### config.mk
export PLATFORM = sky130hd
export DESIGN_NAME = uart_prog_loader
export DESIGN_NICKNAME = d
export VERILOG_FILES = /design/src/rtl/loader_pkg.sv /design/src/rtl/byte_packer.sv /design/src/rtl/uart_prog_loader.sv
export SDC_FILE = /design/constraint.sdc
export NUM_CORES = 1
export LEC_CHECK = 0
export BUFFER_PORTS_ARGS = -buffer_cell sky130_fd_sc_hd__buf_2
export CAP_MARGIN = 10
export CORE_ASPECT_RATIO = 1.2
export CORE_UTILIZATION = 47
export CTS_BUF_LIST = sky130_fd_sc_hd__clkbuf_2
export DETAILED_ROUTE_END_ITERATION = 8
export PLACE_DENSITY = 0.79
export SYNTH_ARGS = -nofsm -noshare
export SYNTH_HDL_FRONTEND = slang
export SYNTH_SLANG_ARGS = --single-unit
export TNS_END_PERCENT = 30
### constraint.sdc
create_clock -name sys_clk -period 2.45 [get_ports sys_clk]
set_input_delay 0.245 -clock sys_clk [delete_from_list [all_inputs] [get_ports sys_clk]]
set_output_delay 0.245 -clock sys_clk [all_outputs]
set_load 0.05 [all_outputs]
### src/rtl/loader_pkg.sv
// Shared types and constants for the UART program loader.
package loader_pkg;

  localparam int BYTES_PER_WORD = 4;

  typedef enum logic [1:0] {
    LOAD_IMEM = 2'd0,
    LOAD_DMEM = 2'd1,
    DONE      = 2'd2,
    ERROR     = 2'd3
  } load_state_e;

endpackage

### src/rtl/byte_packer.sv
// Packs received UART bytes MSB-first into 32-bit words. A partial word is
// dropped on a framing error or when the gap between bytes grows too long.
module byte_packer
  import loader_pkg::*;
#(
  parameter int TIMEOUT_CYC = 8680,
  parameter int BPW         = BYTES_PER_WORD
) (
  input  logic        sys_clk,
  input  logic        sys_arst,
  input  logic        en,
  input  logic        rx_valid,
  input  logic [7:0]  rx_data,
  input  logic        rx_ferr,
  output logic        word_valid,
  output logic [31:0] word
);

  localparam int TW = $clog2(TIMEOUT_CYC + 1);

  logic [31:0]   shift_q, shift_d;
  logic [1:0]    cnt_q, cnt_d;
  logic [TW-1:0] tmo_q, tmo_d;
  logic          accept;

  // A byte coinciding with a framing error is never accepted.
  assign accept = en & rx_valid & ~rx_ferr;

  // Shift/count/timeout update; word_valid fires combinationally on the last byte.
  always_comb begin
    shift_d    = shift_q;
    cnt_d      = cnt_q;
    tmo_d      = tmo_q;
    word_valid = 1'b0;
    word       = {shift_q[23:0], rx_data};
    if (rx_ferr) begin
      cnt_d = 2'd0;
      tmo_d = '0;
    end else if (accept) begin
      shift_d = word;
      tmo_d   = '0;
      if (cnt_q == 2'(BPW - 1)) begin
        cnt_d      = 2'd0;
        word_valid = 1'b1;
      end else begin
        cnt_d = cnt_q + 2'd1;
      end
    end else if (cnt_q != 2'd0) begin
      // Idle clock with a partial word held.
      if (tmo_q == TW'(TIMEOUT_CYC - 1)) begin
        cnt_d = 2'd0;
        tmo_d = '0;
      end else begin
        tmo_d = tmo_q + TW'(1);
      end
    end
  end

  // Packer state registers.
  always_ff @(posedge sys_clk or posedge sys_arst) begin
    if (sys_arst) begin
      shift_q <= '0;
      cnt_q   <= 2'd0;
      tmo_q   <= '0;
    end else begin
      shift_q <= shift_d;
      cnt_q   <= cnt_d;
      tmo_q   <= tmo_d;
    end
  end

endmodule

### src/rtl/uart_prog_loader.sv
// Loads instruction then data memory from a UART byte stream while holding
// the CPU in reset; releases the CPU once both memories are filled.
module uart_prog_loader
  import loader_pkg::*;
#(
  parameter int IMEM_WORDS  = 16,
  parameter int DMEM_WORDS  = 8,
  parameter int TIMEOUT_CYC = 8680,
  localparam int IAW = (IMEM_WORDS > 1) ? $clog2(IMEM_WORDS) : 1,
  localparam int DAW = (DMEM_WORDS > 1) ? $clog2(DMEM_WORDS) : 1
) (
  input  logic           sys_clk,
  input  logic           sys_arst,
  input  logic           rx_valid,
  input  logic [7:0]     rx_data,
  input  logic           rx_ferr,
  output logic           imem_we,
  output logic [IAW-1:0] imem_addr,
  output logic           dmem_we,
  output logic [DAW-1:0] dmem_addr,
  output logic [31:0]    mem_wdata,
  output logic           cpu_rst,
  output logic           load_done,
  output logic           load_err
);

  load_state_e    state_q, state_d;
  logic [IAW-1:0] imem_idx_q, imem_idx_d, imem_addr_q, imem_addr_d;
  logic [DAW-1:0] dmem_idx_q, dmem_idx_d, dmem_addr_q, dmem_addr_d;
  logic [31:0]    mem_wdata_q, mem_wdata_d;
  logic           imem_we_q, imem_we_d, dmem_we_q, dmem_we_d;
  logic           cpu_rst_q, cpu_rst_d, load_done_q, load_done_d, load_err_q, load_err_d;
  logic           loading, word_valid;
  logic [31:0]    word;

  assign loading = (state_q == LOAD_IMEM) || (state_q == LOAD_DMEM);

  byte_packer #(.TIMEOUT_CYC(TIMEOUT_CYC)) u_packer (
    .sys_clk    (sys_clk),
    .sys_arst   (sys_arst),
    .en         (loading),
    .rx_valid   (rx_valid),
    .rx_data    (rx_data),
    .rx_ferr    (rx_ferr),
    .word_valid (word_valid),
    .word       (word)
  );

  // State register.
  always_ff @(posedge sys_clk or posedge sys_arst) begin
    if (sys_arst) state_q <= LOAD_IMEM;
    else          state_q <= state_d;
  end

  // Next state: advance on the last word of each memory, abort on framing error.
  always_comb begin
    state_d = state_q;
    case (state_q)
      LOAD_IMEM: begin
        if (rx_ferr) state_d = ERROR;
        else if (word_valid && imem_idx_q == IAW'(IMEM_WORDS - 1)) state_d = LOAD_DMEM;
      end
      LOAD_DMEM: begin
        if (rx_ferr) state_d = ERROR;
        else if (word_valid && dmem_idx_q == DAW'(DMEM_WORDS - 1)) state_d = DONE;
      end
      default: state_d = state_q;
    endcase
  end

  // Outputs and address counters; status flags follow the registered state.
  always_comb begin
    imem_we_d   = word_valid && (state_q == LOAD_IMEM);
    dmem_we_d   = word_valid && (state_q == LOAD_DMEM);
    imem_idx_d  = imem_we_d ? imem_idx_q + IAW'(1) : imem_idx_q;
    dmem_idx_d  = dmem_we_d ? dmem_idx_q + DAW'(1) : dmem_idx_q;
    imem_addr_d = imem_we_d ? imem_idx_q : imem_addr_q;
    dmem_addr_d = dmem_we_d ? dmem_idx_q : dmem_addr_q;
    mem_wdata_d = (imem_we_d || dmem_we_d) ? word : mem_wdata_q;
    cpu_rst_d   = (state_q != DONE);
    load_done_d = (state_q == DONE);
    load_err_d  = (state_q == ERROR);
  end

  // Output and counter registers.
  always_ff @(posedge sys_clk or posedge sys_arst) begin
    if (sys_arst) begin
      imem_idx_q  <= '0;
      dmem_idx_q  <= '0;
      imem_addr_q <= '0;
      dmem_addr_q <= '0;
      mem_wdata_q <= '0;
      imem_we_q   <= 1'b0;
      dmem_we_q   <= 1'b0;
      cpu_rst_q   <= 1'b1;
      load_done_q <= 1'b0;
      load_err_q  <= 1'b0;
    end else begin
      imem_idx_q  <= imem_idx_d;
      dmem_idx_q  <= dmem_idx_d;
      imem_addr_q <= imem_addr_d;
      dmem_addr_q <= dmem_addr_d;
      mem_wdata_q <= mem_wdata_d;
      imem_we_q   <= imem_we_d;
      dmem_we_q   <= dmem_we_d;
      cpu_rst_q   <= cpu_rst_d;
      load_done_q <= load_done_d;
      load_err_q  <= load_err_d;
    end
  end

  assign imem_we   = imem_we_q;
  assign dmem_we   = dmem_we_q;
  assign imem_addr = imem_addr_q;
  assign dmem_addr = dmem_addr_q;
  assign mem_wdata = mem_wdata_q;
  assign cpu_rst   = cpu_rst_q;
  assign load_done = load_done_q;
  assign load_err  = load_err_q;

endmodule
=== After elaboration in Yosys (flattened, before gate mapping) ===
Index checks and enable logic that the tools add are counted.

* Bits in read-only memories: 0
* Bits in registers: 93
* Bits in writable memories: 0
* Output and inout port bits: 44
* Word-level logic and storage cells: 62
* Memories: 0
* Latch bits: 0
* Input port bits: 12

* Bitwise gates (word level): 3
* Mux-type cells: 17
* $lt $le $gt $ge: 0
* Shift operators: 0
* Divide/modulo/power cells: 0
* Reduce and logical (&&, ||, !) cells: 14
* $mul: 0
* Add/subtract/negate cells: 4
* Equal/unequal tests: 10

{| class="wikitable"
|+ Operators by type and width
! cell !! count
|-
| 2-to-1 mux 14 bit || 4
|-
| 2-to-1 mux 2 bit || 9
|-
| adder 14 x 1 -> 14 bit (second input constant) || 1
|-
| equality test 14 bit (second input constant) || 1
|-
| equality test 2 bit (second input constant) || 3
|-
| nonzero test 3 bit || 2
|-
| adder 4 x 1 -> 4 bit (second input constant) || 1
|-
| equality test 4 bit (second input constant) || 1
|-
| logical AND 1 bit || 4
|-
| case mux 2 bit (2 select lines) || 1
|-
| AND reduction 2 bit || 2
|-
| nonzero test 2 bit || 2
|-
| adder 3 x 1 -> 3 bit (second input constant) || 1
|-
| equality test 3 bit (second input constant) || 1
|-
| 2-to-1 mux 1 bit || 3
|-
| != test 3 x 2 -> 1 bit (second input constant) || 1
|-
| != test 3 bit (second input constant) || 1
|-
| AND reduction 3 bit || 1
|-
| adder 2 x 1 -> 2 bit (second input constant) || 1
|-
| bitwise AND 1 bit || 2
|-
| equality test 2 x 1 -> 1 bit (second input constant) || 1
|-
| logical NOT 2 bit || 1
|-
| logical OR 1 bit || 2
|-
| != test 2 bit (second input constant) || 1
|-
| NOT 1 bit || 1
|}

=== Depth between registers and ports, before layout ===
* Depth in word-level cells: 10
* Depth in mapped cells: 7
* Depth with buffers taken out: 6

=== By module ===
Synthesis repeated with hierarchy kept, for this count alone.

* Cells, all modules: 275
* Area, all modules: 3976.3 µm²

{| class="wikitable"
|+ Modules (own cells, without submodules)
! module !! times used !! seq. area each (µm²) !! cells each !! area an instance (µm²)
|-
| uart_prog_loader || 1 || 1327.5 || 123 || 2139.6
|-
| byte_packer || 1 || 1001.0 || 152 || 1836.8
|}

=== Worst setup path after synthesis ===
Ideal clock, no wire load.

* Path kind: reg2reg
* From: reg state_q[1]
* To: reg imem_addr_q[0] (netlist: imem_addr[0])
* Setup slack: 0.860 ns
* Required time: 2.325 ns
* Library setup time: 0.125 ns
* Buffers on the path: 2
* Stages on the path, launching flop included: 6
* Period minus slack after synthesis: 1.590 ns
* Data arrival time: 1.465 ns
* Cells stage by stage: dfrtp_1 -> nor4bb_4 -> buf_6 -> and2b_1 -> buf_6 -> mux2_2

* Cells in the longest elaborated chain, start to end: 7
* Elaborated cells between the ends (all ways): 8
* Classes of those cells: 1 x eq/ne; 2 x mux; 2 x bitwise; 3 x reduce/logical

{| class="wikitable"
|+ RTL lines
! what !! line !! source
|-
| start, declared || uart_prog_loader.sv:27 || <nowiki>load_state_e state_q, state_d;</nowiki>
|-
| start signal, assigned || uart_prog_loader.sv:52 || <nowiki>else state_q <= state_d;</nowiki>
|-
| equality test 2 x 1 -> 1 bit / logical NOT 2 bit (equally long branches) || uart_prog_loader.sv:36, uart_prog_loader.sv:73 ||
|-
| logical OR 1 bit || uart_prog_loader.sv:36 || <nowiki>assign loading = (state_q == LOAD_IMEM) || (state_q == LOAD_DMEM);</nowiki>
|-
| bitwise AND 1 bit (2 in a row) || byte_packer.sv:27 || <nowiki>assign accept = en & rx_valid & ~rx_ferr;</nowiki>
|-
| 2-to-1 mux 1 bit || byte_packer.sv:39 || <nowiki>end else if (accept) begin</nowiki>
|-
| 2-to-1 mux 1 bit || byte_packer.sv:36 || <nowiki>if (rx_ferr) begin</nowiki>
|-
| logical AND 1 bit * || uart_prog_loader.sv:73 || <nowiki>imem_we_d = word_valid && (state_q == LOAD_IMEM);</nowiki>
|-
| net imem_we_d || uart_prog_loader.sv:31 || <nowiki>logic imem_we_q, imem_we_d, dmem_we_q, dmem_we_d;</nowiki>
|-
| end signal, assigned || uart_prog_loader.sv:101 || <nowiki>imem_addr_q <= imem_addr_d;</nowiki>
|-
| end, declared || uart_prog_loader.sv:28 || <nowiki>logic [IAW-1:0] imem_idx_q, imem_idx_d, imem_addr_q, imem_addr_d;</nowiki>
|}

The timed path passes the listed nets; every way through them passes the cells marked *.
A chain may end at the register's enable or synchronous reset.

=== Final worst setup path ===
* From: reg u_packer.cnt_q[0]
* To: reg u_packer.tmo_q[8]

* Cells in the longest elaborated chain, start to end: 2

{| class="wikitable"
|+ RTL lines
! what !! line !! source
|-
| start, declared || byte_packer.sv:22 || <nowiki>logic [1:0] cnt_q, cnt_d;</nowiki>
|-
| start signal, assigned || byte_packer.sv:67 || <nowiki>cnt_q <= cnt_d;</nowiki>
|-
| nonzero test 2 bit || byte_packer.sv:48 || <nowiki>end else if (cnt_q != 2'd0) begin</nowiki>
|-
| nonzero test 3 bit (no source line) || -- ||
|-
| end signal, assigned || byte_packer.sv:68 || <nowiki>tmo_q <= tmo_d;</nowiki>
|-
| end, declared || byte_packer.sv:23 || <nowiki>logic [TW-1:0] tmo_q, tmo_d;</nowiki>
|}

No other way between the ends.

==> reports/metrics.json <==
{
  "dp_hpwl": {"value": 4.44, "unit": "mm"},
  "synth_simple_gate_area_share": {"value": 9.18, "unit": "%"},
  "fp.dieArea": {"value": 0.00860, "unit": "mm2"},
  "wire_per_inst": {"value": 15.4, "unit": "um"},
  "actual_slew_at_the_worst_max_slew_pin": {"value": 0.687, "unit": "ns"},
  "post_synthesis_register_bit_count": {"value": 93},
  "post_dp_cell_area": {"value": 0.00424, "unit": "mm2"},
  "maxSlewHeadroom": {"value": 53.9, "unit": "%"},
  "outcome": {"value": "finished, violations left"},
  "fp.dieH": {"value": 101, "unit": "um"},
  "power_density": {"value": 570, "unit": "mW/mm2"},
  "final.hold.worst_slack": {"value": 0.103, "unit": "ns"},
  "instance_count_of_the_mapped_netlist": {"value": 270},
  "drtAntennaViolNets": {"value": 0},
  "worst_path_arrival": {"value": 2.29, "unit": "ns"},
  "synth_flop_cell": {"value": "dfrtp_1"},
  "global_route_wire_length_before_repair": {"value": 11.2, "unit": "mm"},
  "synth-adder-area-share": {"value": 1.94, "unit": "%"},
  "ys_seq_area_share": {"value": 60.2, "unit": "%"},
  "mappedNetlistNets": {"value": 288},
  "vias_per_cell": {"value": 5.46},
  "post_synthesis_cell_area": {"value": 0.00387, "unit": "mm2"},
  "leakage": {"value": 2.34, "unit": "nW"},
  "worst_slack": {"value": 0.609, "unit": "ns"},
  "post_place_setup_slack": {"value": 0.664, "unit": "ns"},
  "cts-htree-levels": {"value": 3},
  "max_freq": {"value": 543, "unit": "MHz"},
  "filler_cell_count": {"value": 642},
  "crit_required": {"value": 2.90, "unit": "ns"},
  "layout.core_utilization": {"value": 57.0, "unit": "%"},
  "cell_by_cell_trace_of_the_critical_path": {"value": "inv_1 > ha_1 > inv_1 > o311ai_0 > xor2_1 > nor2_1"},
  "total_number_of_clock_tree_sinks": {"value": 93},
  "antenna_cells": {"value": 0},
  "cts-root-buf": {"value": "clkbuf_2"},
  "min_period": {"value": 1.84, "unit": "ns"},
  "detail_route.first_pass.iterations": {"value": 7},
  "gr-usage-all-layers": {"value": 16.9, "unit": "%"},
  "timing.critical_path.buf_inv": {"value": 2},
  "dr_total_vias": {"value": 2384},
  "synth.mux.area_fraction": {"value": 19.2, "unit": "%"},
  "grt-ovfl-total": {"value": 0},
  "chip_width": {"value": 84.8, "unit": "um"},
  "starting_density_of_the_core": {"value": 49.4, "unit": "%"},
  "setup_violations": {"value": 0},
  "ys_async_sr_fraction": {"value": 100, "unit": "%"},
  "timing.clock.skew": {"value": 0.0203, "unit": "ns"},
  "timing.final.crit_share": {"value": 75.1, "unit": "%"},
  "synth_enable_flop_cells": {"value": 0},
  "number_of_placed_i_o_pins": {"value": 56},
  "report.final.hold_viol_count": {"value": 0},
  "critPathKind": {"value": "reg -> reg"},
  "antenna_found_initial": {"value": 0},
  "fin_nets": {"value": 358},
  "finalSetupTns": {"value": 0, "unit": "ns"},
  "power.ir.vdd_worst": {"value": 0.000415, "unit": "V"},
  "met2_length": {"value": 3.35, "unit": "mm"},
  "critPathCaptureType": {"value": "flip-flop"},
  "average_footprint_of_a_synthesized_cell": {"value": 14.3, "unit": "um2"},
  "finish.instance_area": {"value": 0.00447, "unit": "mm2"},
  "clk_transition_reported_paths": {"value": 0.25, "unit": "ns"},
  "cts-buffers-inserted": {"value": 9},
  "detail_route.wirelength": {"value": 6.72, "unit": "mm"},
  "grt_max_degree": {"value": 45},
  "met3WireLength": {"value": 342, "unit": "um"},
  "synth.yosys.warnings": {"value": 0},
  "grt_setup_unrepaired": {"value": "false"},
  "top_layer": {"value": "met4"},
  "failed_checks": {"value": "design-rule violations"},
  "fp.coreArea": {"value": 0.00784, "unit": "mm2"},
  "via_count_of_the_first_global_routing_pass": {"value": 2413},
  "cts_repair_resize_count": {"value": 0},
  "synth_cell_type_count": {"value": 46},
  "maxCapViolations": {"value": 0},
  "maxSlewViolCount": {"value": 0},
  "critPathLaunchType": {"value": "flip-flop"},
  "critical_path.slowest_cell": {"value": "o311ai_0"},
  "share_of_the_synthesized_area_in_compound_gates_ao_oa_aoi_oai": {"value": 4.30, "unit": "%"},
  "cp_top_family": {"value": "compound AO/OA/AOI/OAI gates"},
  "critical-path-top-cell-by-count": {"value": "inv_1"},
  "cts_tree": {"value": "yes"},
  "slowest_delay": {"value": 0.50, "unit": "ns"},
  "drc": {"value": 2},
  "routedLengthMet1": {"value": 2.94, "unit": "mm"},
  "port_buffers": {"value": 55},
  "postCtsHoldBufs": {"value": 9},
  "clockBufferDepth": {"value": 2},
  "rows": {"value": 35},
  "syn2layout_area_growth": {"value": 15.5, "unit": "%"},
  "path_max_fanout": {"value": 8},
  "cts_setup_buffers": {"value": 0},
  "post_route_cells_drive_above_1_share": {"value": 44.1, "unit": "%"},
  "yosys.area_share.xor_xnor": {"value": 2.46, "unit": "%"},
  "hold_path.class": {"value": "in -> reg"},
  "place_congestion": {"value": 0.849},
  "drt_first_iter_violations": {"value": 123},
  "worstSkewPairLatency": {"value": 0.55, "unit": "ns"},
  "combinational_family_with_the_most_area_after_synthesis": {"value": "multiplexers"}
}
[per-layer routing]
layer / GRT usage, % / vias up
met5: 0 / -
met4: 6.91 / 0
met3: 4.97 / 9
met2: 27.8 / 58
met1: 21.0 / 1199
li1: - / 1118
[sequential cells by signal (all words and copies together) (netlist names)]
name and count:
cpu_rst 1, dmem_addr 3, dmem_idx_q 3, dmem_we 1, imem_addr 4, imem_idx_q 4
imem_we 1, load_done 1, load_err 1, mem_wdata 32, state_q 2, u_packer.cnt_q 2
u_packer.shift_q 24, u_packer.tmo_q 14
[area by class of cell]
| class | count | area (um2) | area share [%] |
|---|---|---|---|
| multi-input cells | 160 | 1440 | 32.2 |
| clock buffers | 9 | 45.0 | 1.01 |
| clock inverters | 7 | 95.1 | 2.13 |
| repair buffers | 69 | 415 | 9.29 |
| inverters | 7 | 30.0 | 0.672 |
| flip-flops and latches | 93 | 2330 | 52.1 |
| well taps | 92 | 115 | 2.57 |
[final timing paths]
path	cells past startpoint	slack (ns)	end	start
setup / recovery	6	0.61	u_packer.tmo_q[8]	u_packer.cnt_q[0]
hold / removal	3	0.10	state_q[0]	rx_ferr
setup reg to reg	6	0.61	u_packer.tmo_q[8]	u_packer.cnt_q[0]
hold reg to reg	1	0.51	u_packer.tmo_q[13]	u_packer.tmo_q[13]
max in group asynchronous	4	1.50	u_packer.shift_q[15]	sys_arst
min in group asynchronous	3	0.27	mem_wdata[29]	sys_arst
[cells by family after synthesis]
logic type,count (synthesis)
DFF,93
muxes,66
adders and majority gates,6
and+or+nand+nor,53
AOI/OAI and AO/OA,25
buffers and inverters,17
xor gates and xnor gates,10
[cells in the mapped netlist, types with 2 or more instances]
cell       number  share of area (%)
xnor2_1         4               0.91
and2_1          2               0.32
inv_1           7               0.68
nand3_1         4               0.52
o21ai_0         4               0.52
o31ai_1         3               0.58
nor3_1          2               0.26
o311ai_0        2               0.45
nor4_1          2               0.32
nand4bb_1       2               0.58
buf_6           3               0.87
and4_1          2               0.45
or3_1           2               0.32
dfrtp_1        92                 59
nand4_1         3               0.49
a41oi_1         2               0.45
or4_1           2               0.39
a21oi_1         3               0.39
buf_4           5               0.97
ha_1            6                1.9
a31oi_1         7                1.1
and3_1          2               0.32
xor2_1          5                1.1
mux2_2         66                 19
nand2_1        10               0.97
nor2_1          8               0.78
[placed cells by master (no fill, tap or decap), types with 6 or more instances in the layout]
cell            n
dfrtp_1        92
mux2_2         66
buf_2          55
nand2_1        10
clkbuf_2        9
dlygate4sd3_1   9
nor2_1          8
a31oi_1         7
inv_1           6
ha_1            6
[power by group]
part / leakage, nW / total, mW / switching, mW / internal (mW)
Sequential: 1.27 / 1.57 / 0.0134 / 1.56
Combinational: 0.984 / 0.108 / 0.0675 / 0.0406
Clock: 0.0843 / 0.867 / 0.524 / 0.343
[worst reg2reg max path: stages, from the launching register on]
cell and delay (ns):
dfrtp_1 0.46, inv_1 0.08, ha_1 0.32, inv_1 0.14, o311ai_0 0.50, xor2_1 0.19
nor2_1 0.06
[per-stage QoR]
stage | cells | total power [mW]
after floorplan | 270 | 1.66
final | 437 | 2.55
after CTS | 437 | 2.58
after global placement | 412 | 1.70
after global routing | 437 | 2.65
after detailed placement | 412 | 1.70
Power figures use the tool's default switching activity.
